==> src/rtl/car_alarm_siren_driver_if.sv <==
// Request/abort inputs and horn/status outputs shared by the siren driver and its requester.
// The master side is the alarm decision logic; the slave side is the siren driver.
interface car_alarm_siren_driver_if;
  logic       CarAlarmSignal;
  logic       DisarmSignal;
  logic       HornOut;
  logic       AlarmActive;
  logic [7:0] TriggerCount;

  modport master (
    output CarAlarmSignal,
    output DisarmSignal,
    input  HornOut,
    input  AlarmActive,
    input  TriggerCount
  );

  modport slave (
    input  CarAlarmSignal,
    input  DisarmSignal,
    output HornOut,
    output AlarmActive,
    output TriggerCount
  );
endinterface

==> src/rtl/car_alarm_siren_driver.sv <==
// Debounces the alarm request, then plays a fixed burst pattern on the horn followed by a cooldown.
// Optional macro SIREN_RETRIGGER_EN: a request still high at the end of the final burst restarts the pattern.
module car_alarm_siren_driver #(
  parameter int DEBOUNCE_CYCLES = 4,
  parameter int ON_CYCLES       = 8,
  parameter int OFF_CYCLES      = 8,
  parameter int BURST_COUNT     = 5,
  parameter int COOLDOWN_CYCLES = 16
) (
  input logic                     clk,
  input logic                     reset,
  car_alarm_siren_driver_if.slave bus
);

  localparam int ON_OFF_MAX = (ON_CYCLES > OFF_CYCLES) ? ON_CYCLES : OFF_CYCLES;
  localparam int PHASE_MAX  = (ON_OFF_MAX > COOLDOWN_CYCLES) ? ON_OFF_MAX : COOLDOWN_CYCLES;
  localparam int DEB_W      = $clog2(DEBOUNCE_CYCLES + 1);
  localparam int PHASE_W    = $clog2(PHASE_MAX + 1);
  localparam int BURST_W    = $clog2(BURST_COUNT + 1);

  localparam logic [2:0] S_IDLE     = 3'd0;
  localparam logic [2:0] S_QUALIFY  = 3'd1;
  localparam logic [2:0] S_HORN_ON  = 3'd2;
  localparam logic [2:0] S_HORN_OFF = 3'd3;
  localparam logic [2:0] S_COOLDOWN = 3'd4;

  localparam logic [DEB_W-1:0]   DEB_LAST   = DEB_W'(DEBOUNCE_CYCLES - 1);
  localparam logic [PHASE_W-1:0] ON_LAST    = PHASE_W'(ON_CYCLES - 1);
  localparam logic [PHASE_W-1:0] OFF_LAST   = PHASE_W'(OFF_CYCLES - 1);
  localparam logic [PHASE_W-1:0] COOL_LAST  = PHASE_W'(COOLDOWN_CYCLES - 1);
  localparam logic [BURST_W-1:0] BURST_LAST = BURST_W'(BURST_COUNT - 1);

  logic [2:0]         r_state;
  logic [DEB_W-1:0]   r_deb_cnt;
  logic [PHASE_W-1:0] r_phase_cnt;
  logic [BURST_W-1:0] r_burst_cnt;
  logic               r_horn;
  logic               r_active;
  logic [7:0]         r_trig_cnt;

  logic [2:0]         w_state_nxt;
  logic [DEB_W-1:0]   w_deb_nxt;
  logic [PHASE_W-1:0] w_phase_nxt;
  logic [BURST_W-1:0] w_burst_nxt;
  logic               w_trig_inc;

  // NOTE: every signal written here gets a default first so no path leaves it unassigned (no latch).
  always_comb begin
    w_state_nxt = r_state;
    w_deb_nxt   = r_deb_cnt;
    w_phase_nxt = r_phase_cnt;
    w_burst_nxt = r_burst_cnt;
    w_trig_inc  = 1'b0;

    if (bus.DisarmSignal) begin
      w_state_nxt = S_IDLE;
      w_deb_nxt   = '0;
      w_phase_nxt = '0;
      w_burst_nxt = '0;
    end else begin
      case (r_state)
        S_IDLE: begin
          w_deb_nxt   = '0;
          w_phase_nxt = '0;
          w_burst_nxt = '0;
          if (bus.CarAlarmSignal) begin
            if (DEBOUNCE_CYCLES == 1) begin
              w_state_nxt = S_HORN_ON;
              w_trig_inc  = 1'b1;
            end else begin
              w_state_nxt = S_QUALIFY;
              w_deb_nxt   = DEB_W'(1);
            end
          end
        end

        S_QUALIFY: begin
          if (!bus.CarAlarmSignal) begin
            w_state_nxt = S_IDLE;
            w_deb_nxt   = '0;
          end else if (r_deb_cnt == DEB_LAST) begin
            w_state_nxt = S_HORN_ON;
            w_deb_nxt   = '0;
            w_phase_nxt = '0;
            w_trig_inc  = 1'b1;
          end else begin
            w_deb_nxt = r_deb_cnt + DEB_W'(1);
          end
        end

        S_HORN_ON: begin
          if (r_phase_cnt == ON_LAST) begin
            w_phase_nxt = '0;
            w_burst_nxt = r_burst_cnt + BURST_W'(1);
            if (r_burst_cnt == BURST_LAST) begin
              w_state_nxt = S_COOLDOWN;
`ifdef SIREN_RETRIGGER_EN
              // A request still present replays the whole pattern without a new trigger.
              if (bus.CarAlarmSignal) begin
                w_state_nxt = S_HORN_OFF;
                w_burst_nxt = '0;
              end
`endif
            end else begin
              w_state_nxt = S_HORN_OFF;
            end
          end else begin
            w_phase_nxt = r_phase_cnt + PHASE_W'(1);
          end
        end

        S_HORN_OFF: begin
          if (r_phase_cnt == OFF_LAST) begin
            w_state_nxt = S_HORN_ON;
            w_phase_nxt = '0;
          end else begin
            w_phase_nxt = r_phase_cnt + PHASE_W'(1);
          end
        end

        S_COOLDOWN: begin
          if (r_phase_cnt == COOL_LAST) begin
            w_state_nxt = S_IDLE;
            w_phase_nxt = '0;
            w_burst_nxt = '0;
          end else begin
            w_phase_nxt = r_phase_cnt + PHASE_W'(1);
          end
        end

        default: begin
          w_state_nxt = S_IDLE;
          w_deb_nxt   = '0;
          w_phase_nxt = '0;
          w_burst_nxt = '0;
        end
      endcase
    end
  end

  // NOTE: sequential state uses non-blocking assignments so every register samples pre-edge values.
  always_ff @(posedge clk or posedge reset) begin
    if (reset) begin
      r_state     <= S_IDLE;
      r_deb_cnt   <= '0;
      r_phase_cnt <= '0;
      r_burst_cnt <= '0;
      r_horn      <= 1'b0;
      r_active    <= 1'b0;
      r_trig_cnt  <= 8'd0;
    end else begin
      r_state     <= w_state_nxt;
      r_deb_cnt   <= w_deb_nxt;
      r_phase_cnt <= w_phase_nxt;
      r_burst_cnt <= w_burst_nxt;
      // Outputs decode the next state so they switch on the same edge as the state.
      r_horn      <= (w_state_nxt == S_HORN_ON);
      r_active    <= (w_state_nxt == S_HORN_ON) || (w_state_nxt == S_HORN_OFF);
      if (w_trig_inc && (r_trig_cnt != 8'hFF)) begin
        r_trig_cnt <= r_trig_cnt + 8'd1;
      end
    end
  end

  assign bus.HornOut      = r_horn;
  assign bus.AlarmActive  = r_active;
  assign bus.TriggerCount = r_trig_cnt;

endmodule

==> src/flat_wrapper.sv <==
// flat-port wrapper written by rule: the top's interface ports become plain ports
module car_alarm_siren_driver_flat 
#(
  parameter int DEBOUNCE_CYCLES = 4,
  parameter int ON_CYCLES       = 8,
  parameter int OFF_CYCLES      = 8,
  parameter int BURST_COUNT     = 5,
  parameter int COOLDOWN_CYCLES = 16
)
  (clk, reset, bus_CarAlarmSignal, bus_DisarmSignal, bus_HornOut, bus_AlarmActive, bus_TriggerCount);
  car_alarm_siren_driver_if bus_i ();
  input logic clk;
  input logic reset;
  input wire logic [$bits(bus_i.CarAlarmSignal)-1:0] bus_CarAlarmSignal;
  input wire logic [$bits(bus_i.DisarmSignal)-1:0] bus_DisarmSignal;
  output wire logic [$bits(bus_i.HornOut)-1:0] bus_HornOut;
  output wire logic [$bits(bus_i.AlarmActive)-1:0] bus_AlarmActive;
  output wire logic [$bits(bus_i.TriggerCount)-1:0] bus_TriggerCount;
  assign bus_i.CarAlarmSignal = bus_CarAlarmSignal;
  assign bus_i.DisarmSignal = bus_DisarmSignal;
  assign bus_HornOut = bus_i.HornOut;
  assign bus_AlarmActive = bus_i.AlarmActive;
  assign bus_TriggerCount = bus_i.TriggerCount;
  car_alarm_siren_driver #(.DEBOUNCE_CYCLES(DEBOUNCE_CYCLES), .ON_CYCLES(ON_CYCLES), .OFF_CYCLES(OFF_CYCLES), .BURST_COUNT(BURST_COUNT), .COOLDOWN_CYCLES(COOLDOWN_CYCLES)) u_core (.clk(clk), .reset(reset), .bus(bus_i));
endmodule
==> config.mk <==
export PLATFORM = sky130hd
export DESIGN_NAME = car_alarm_siren_driver_flat
export DESIGN_NICKNAME = d
export VERILOG_FILES = /design/src/rtl/car_alarm_siren_driver_if.sv /design/src/rtl/car_alarm_siren_driver.sv /design/src/flat_wrapper.sv
export SDC_FILE = /design/constraint.sdc
export NUM_CORES = 1
export LEC_CHECK = 0
export BUFFER_PORTS_ARGS = -buffer_cell sky130_fd_sc_hd__buf_2
export CORE_MARGIN = 2
export CORE_UTILIZATION = 27
export DETAILED_ROUTE_END_ITERATION = 8
export HOLD_SLACK_MARGIN = 0.03
export PLACE_DENSITY = 0.41
export SLEW_MARGIN = 20
export SYNTH_ARGS = -nofsm -noshare
export SYNTH_HDL_FRONTEND = slang
export SYNTH_SLANG_ARGS = --single-unit
==> constraint.sdc <==
create_clock -name clk -period 4 [get_ports clk]
set_input_delay 0.2 -clock clk [delete_from_list [all_inputs] [get_ports clk]]
set_output_delay 0.2 -clock clk [all_outputs]
set_load 0.02 [all_outputs]
# [Word-level counts from Yosys, hierarchy flattened]
# Cells that the tools add are included.
[totals] reg_bits=24 inputBits=4 output_inout_bits=10 elab_cells=64
[op_classes] addsub=4 n_eq_ne=17 n_mux=28 reduce_logical=8
[ops] op="2-to-1 mux 3 bit" n=14
[ops] op="2-to-1 mux 5 bit" n=5
[ops] op="one-hot mux 3 bit (3 select lines)" n=2
[ops] op="equality test 3 x 2 -> 1 bit (second input constant)" n=5
[ops] op="one-hot mux 3 bit (5 select lines)" n=1
[ops] op="one-hot mux 5 bit (3 select lines)" n=1
[ops] op="inequality test 3 x 2 -> 1 bit (second input constant)" n=3
[ops] op="adder 8 x 1 -> 8 bit (second input constant)" n=1
[ops] op="inequality test 8 bit (second input constant)" n=1
[ops] op="adder 3 x 1 -> 3 bit (second input constant)" n=2
[ops] op="equality test 3 bit (second input constant)" n=2
[ops] op="adder 5 x 1 -> 5 bit (second input constant)" n=1
[ops] op="equality test 5 x 3 -> 1 bit (second input constant)" n=1
[ops] op="equality test 5 x 4 -> 1 bit (second input constant)" n=1
[ops] op="2-to-1 mux 1 bit" n=5
[ops] op="inequality test 2 x 1 -> 1 bit (second input constant)" n=2
[ops] op="OR reduction 2 bit" n=2
[ops] op="equality test 3 x 1 -> 1 bit (second input constant)" n=1
[ops] op="logical NOT 3 bit" n=1
[ops] op="inequality test 3 bit (second input constant)" n=1
[ops] op="AND reduction 3 bit" n=1
[ops] op="OR reduction 3 bit" n=1
[ops] op="AND reduction 2 bit" n=1
[ops] op="logical AND 1 bit" n=1
[ops] op="logical OR 1 bit" n=1

# [Logic depth before layout (Yosys ltp)]
[depth] word_depth=7 mapped_depth=9 ltp_nobuf=8

# [Worst setup path after synthesis]
# Ideal clock, no wire load.
[synth_path] path_kind="flip-flop to flip-flop" start="reg u_core.r_phase_cnt[0]" end="reg u_core.r_burst_cnt[0]" setup_ps=87 arrival_ps=1915 t_required_ps=3913 path_slack_ps=1998 path_stages_with_launch=10 n_path_buf=1 synth_period_minus_slack_ps=2002 cell_sequence="dfrtp_1 -> ha_1 -> nand3_1 -> inv_1 -> ha_1 -> or4b_1 -> buf_2 -> o21ai_4 -> nor2_2 -> a211oi_2"
[synth_via] elab_chain_len=3 word_cells_on_any_way=5 cone_classes="eq/ne (4); reduce/logical (1)"
[synth_rtl] item="start, declared" line="car_alarm_siren_driver.sv:35" rtl="logic [PHASE_W-1:0] r_phase_cnt;"
[synth_rtl] item="start signal, assigned" line="car_alarm_siren_driver.sv:154" rtl="r_phase_cnt <= w_phase_nxt;"
[synth_rtl] item="equality test 5 x 4 -> 1 bit or equality test 5 x 3 -> 1 bit (tied branches)" line="car_alarm_siren_driver.sv:122, car_alarm_siren_driver.sv:92"
[synth_rtl] item="inequality test 3 x 2 -> 1 bit (no line)"
[synth_rtl] item="AND reduction 3 bit (no line) (*)"
[synth_rtl] item="end signal, assigned" line="car_alarm_siren_driver.sv:155" rtl="r_burst_cnt <= w_burst_nxt;"
[synth_rtl] item="end, declared" line="car_alarm_siren_driver.sv:36" rtl="logic [BURST_W-1:0] r_burst_cnt;"
# Every way passes the cells marked *; elsewhere a longest branch is shown, timed or not.
# A chain may end at the register's enable or synchronous reset.

# [Worst setup path in the final report]
# Same ends and word-level chain as after synthesis.

==> impl_metrics.py <==
metrics = {
    "grt": {
        "grt_pass1_vias": 1016,
        "grt_start_max_net_pins": 25,
        "grt_pass1_wl_um": 5040,
        "overflow": 0,
        "antenna_found_initial": 0,
        "grt.total_usage_pct": 11.6,
    },
    "layout": {
        "nFillCells": 537,
        "layout-area-overhead-vs-synth_pct": 12.2,
        "fin_area_um2": 1560,
        "layout.nets": 159,
        "area.sequential_um2": 601,
        "multi_input_area_um2": 742,
        "antennaDiodeCount": 0,
        "layout-drive-gt1-share_pct": 21.2,
    },
    "routing": {
        "dr.pass1.iters": 5,
        "drt-total-wl_um": 2910,
        "drtIter0Drc": 81,
        "final_antenna_net_count": 0,
        "wl_per_cell_um": 13.5,
        "drc": 0,
        "vias": 1047,
        "via_per_inst": 4.85,
    },
    "logic_synthesis": {
        "yosysMostFrequentCell": "dfrtp_1",
        "yosys_most_used_dff": "dfrtp_1",
        "synth_seq_cells": 24,
        "yosys_warnings": 0,
        "syn-num-nets": 145,
        "ys_top_cells_by_area": "dfrtp_1, ha_1, xor2_1",
        "avgSynthCellArea_um2": 10.4,
        "seq_area_frac_synth_pct": 43.1,
        "synth_top_area_cell": "dfrtp_1",
        "ys_types": 49,
        "async_flop_share_pct": 100,
        "netlist_instances": 134,
        "synth_top_area_share_pct": 43.1,
        "synth_edf_count": 0,
        "syn_area_um2": 1390,
        "yosys-top-cells-count": "dfrtp_1, nand2_1, nand3_1, nor2_1",
    },
    "timing": {
        "rsz0062_at_grt": "no",
        "fin_crit_sh_pct": 56.0,
        "min_period_ns": 2.24,
        "hold_viol_final": 0,
        "relSlewSlack_pct": 36.2,
        "clock.fmax_mhz": 446,
        "tightestPinTransition_ns": 0.955,
        "tns_ns": 0,
        "finalSetupViolations": 0,
        "final_max_slew_viol_count": 0,
        "fin_skew_ns": 0.00131,
    },
    "floorplanning": {
        "start_util_pct": 27.6,
        "row_count": 26,
        "die_y_um": 75.8,
        "io-pin-count": 14,
        "die-area_um2": 5750,
        "core_area_um2": 5040,
        "dieWidth_um": 75.8,
    },
    "placed_design": {
        "gp_congestion": 0.742,
        "dp_hpwl_um": 2090,
        "io_buffers": 13,
        "dpl_cell_area_um2": 1520,
    },
    "clock_tree": {
        "clockBufferDepth": 2,
        "ctsHoldBuffers": 0,
        "cts_setup_buffers": 0,
        "clock-sinks": 24,
        "root_buffer": "clkbuf_8",
        "cts_tree": "done",
        "clock_latency_ns": 0.27,
        "cts_htree_levels": 1,
        "clk_pin_slew_ns": 0.08,
        "cts_resized": 0,
        "numCtsBuffers": 3,
    },
    "worst_setup_path": {
        "start_kind": "flip-flop",
        "required_ns": 4.19,
        "cp.arrival_ns": 2.43,
        "cp_num_buf_inv": 1,
        "rrSetupSlack_ns": 1.76,
        "crit_type": "reg2reg",
        "path_max_fanout": 6,
        "slowest_delay_ns": 0.67,
        "crit_family": "simple AND/OR/NAND/NOR gates",
        "path_common_cell": "ha_1",
        "cp_cell_sequence": "ha_1, nand3_1, inv_1, ha_1, or4b_1, o21ai_4, nor2_2, a211oi_2",
        "cp-end-kind": "flip-flop",
        "crit_path_top_delay_cell": "or4b_1",
    },
    "outcome": {
        "status": "complete, no violations",
    },
    "power_and_ir_drop": {
        "cellPowerDensity_nw_per_um2": 267,
        "p_leak_nw": 0.709,
        "power.total_w": 0.000416,
        "ir_drop_v": 0.000115,
    },
    "run": {
        "cap_violations": 0,
    },
    "min_path": {
        "hp-class": "in2async",
    },
}
[worst reg2reg max path, cell delays in order (launching register included)]
cell and delay, ns:
dfrtp_1 0.42, ha_1 0.27, nand3_1 0.14, inv_1 0.05, ha_1 0.17, or4b_1 0.67, o21ai_4 0.17, nor2_2 0.06
a211oi_2 0.21
[cells in the final DEF (no fill, tap or decap), drive strengths merged, types with 3 or more instances in the layout]
cell     n
o21ai    6
o22ai    4
nor3b    3
nand2   10
ha       7
clkbuf   3
xor2     6
inv      7
a21oi    6
nor3     4
nand2b   4
dfrtp   24
nand3   10
buf     13
nor2     9
[final cells by class]
class / instances / share of cell area (%)
multi-input combinational: 99 / 47.5
clock buffer: 3 / 2.64
tap: 70 / 5.60
inverter: 7 / 1.68
sequential: 24 / 38.4
timing repair buffer: 13 / 4.16
[registers in the layout, indices dropped and copies added, names as in the netlist]
register,cells
u_core.bus.TriggerCount,8
u_core.bus.HornOut,1
u_core.bus.AlarmActive,1
u_core.r_phase_cnt,5
u_core.r_state,3
u_core.r_burst_cnt,3
u_core.r_deb_cnt,3
[routing by layer]
layer / track usage [%] / part of all wire, % / up-vias
li1: - / - / 508
met4: 2.92 / 1.1 / 0
met3: 2.78 / 4.3 / 6
met1: 15.5 / 48 / 513
met2: 18.7 / 47 / 20
met5: 0 / 0 / -
[logic make-up (layout without fill, tap and decap cells)]
| kind of cell | after synthesis | in the layout | synth area share, % |
|---|---|---|---|
| and+or+nand+nor | 55 | 55 | 24.9 |
| AOI/OAI and AO/OA | 28 | 28 | 16.2 |
| DFF | 24 | 24 | 43.1 |
| buffers and inverters | 11 | 23 | 3.59 |
| adders and majority gates | 7 | 7 | 6.29 |
| xor gates and xnor gates | 7 | 7 | 4.40 |
| muxes | 2 | 2 | 1.53 |
[report_power, final]
| part | switching (W) | total, W | internal, W |
|---|---|---|---|
| combinational | 0.0000149 | 0.0000217 | 0.00000677 |
| sequential | 0.00000377 | 0.000248 | 0.000244 |
| clock | 0.0000795 | 0.000147 | 0.0000676 |
| total | 0.0000982 | 0.000416 | 0.000318 |
[through the flow]
stage               util [%]  worst slack [ns]  instances  hold WS (ns)
floorplan                  -              2.00        134         0.215
global placement        30.2              1.86        213         0.471
detailed placement      30.2              1.80        213         0.487
CTS                     31.0              1.78        216         0.180
global route            31.0              1.64        216         0.218
finish                  31.0              1.76        216         0.130
[path summary, 6_finish.rpt]
check,cells after the start,to,startpoint
max,8,u_core.r_burst_cnt[0]$_DFFE_PP0P_,u_core.r_phase_cnt[0]$_DFFE_PP0P_
min in group clk,3,u_core.bus.AlarmActive$_DFF_PP0_,bus_CarAlarmSignal
min,2,u_core.bus.TriggerCount[6]$_DFFE_PP0P_,reset
max in group asynchronous,2,u_core.r_phase_cnt[1]$_DFFE_PP0P_,reset
max reg2reg,8,u_core.r_burst_cnt[0]$_DFFE_PP0P_,u_core.r_phase_cnt[0]$_DFFE_PP0P_
min reg2reg,1,u_core.bus.TriggerCount[5]$_DFFE_PP0P_,u_core.bus.TriggerCount[5]$_DFFE_PP0P_
(Power assumes the default switching activity.)
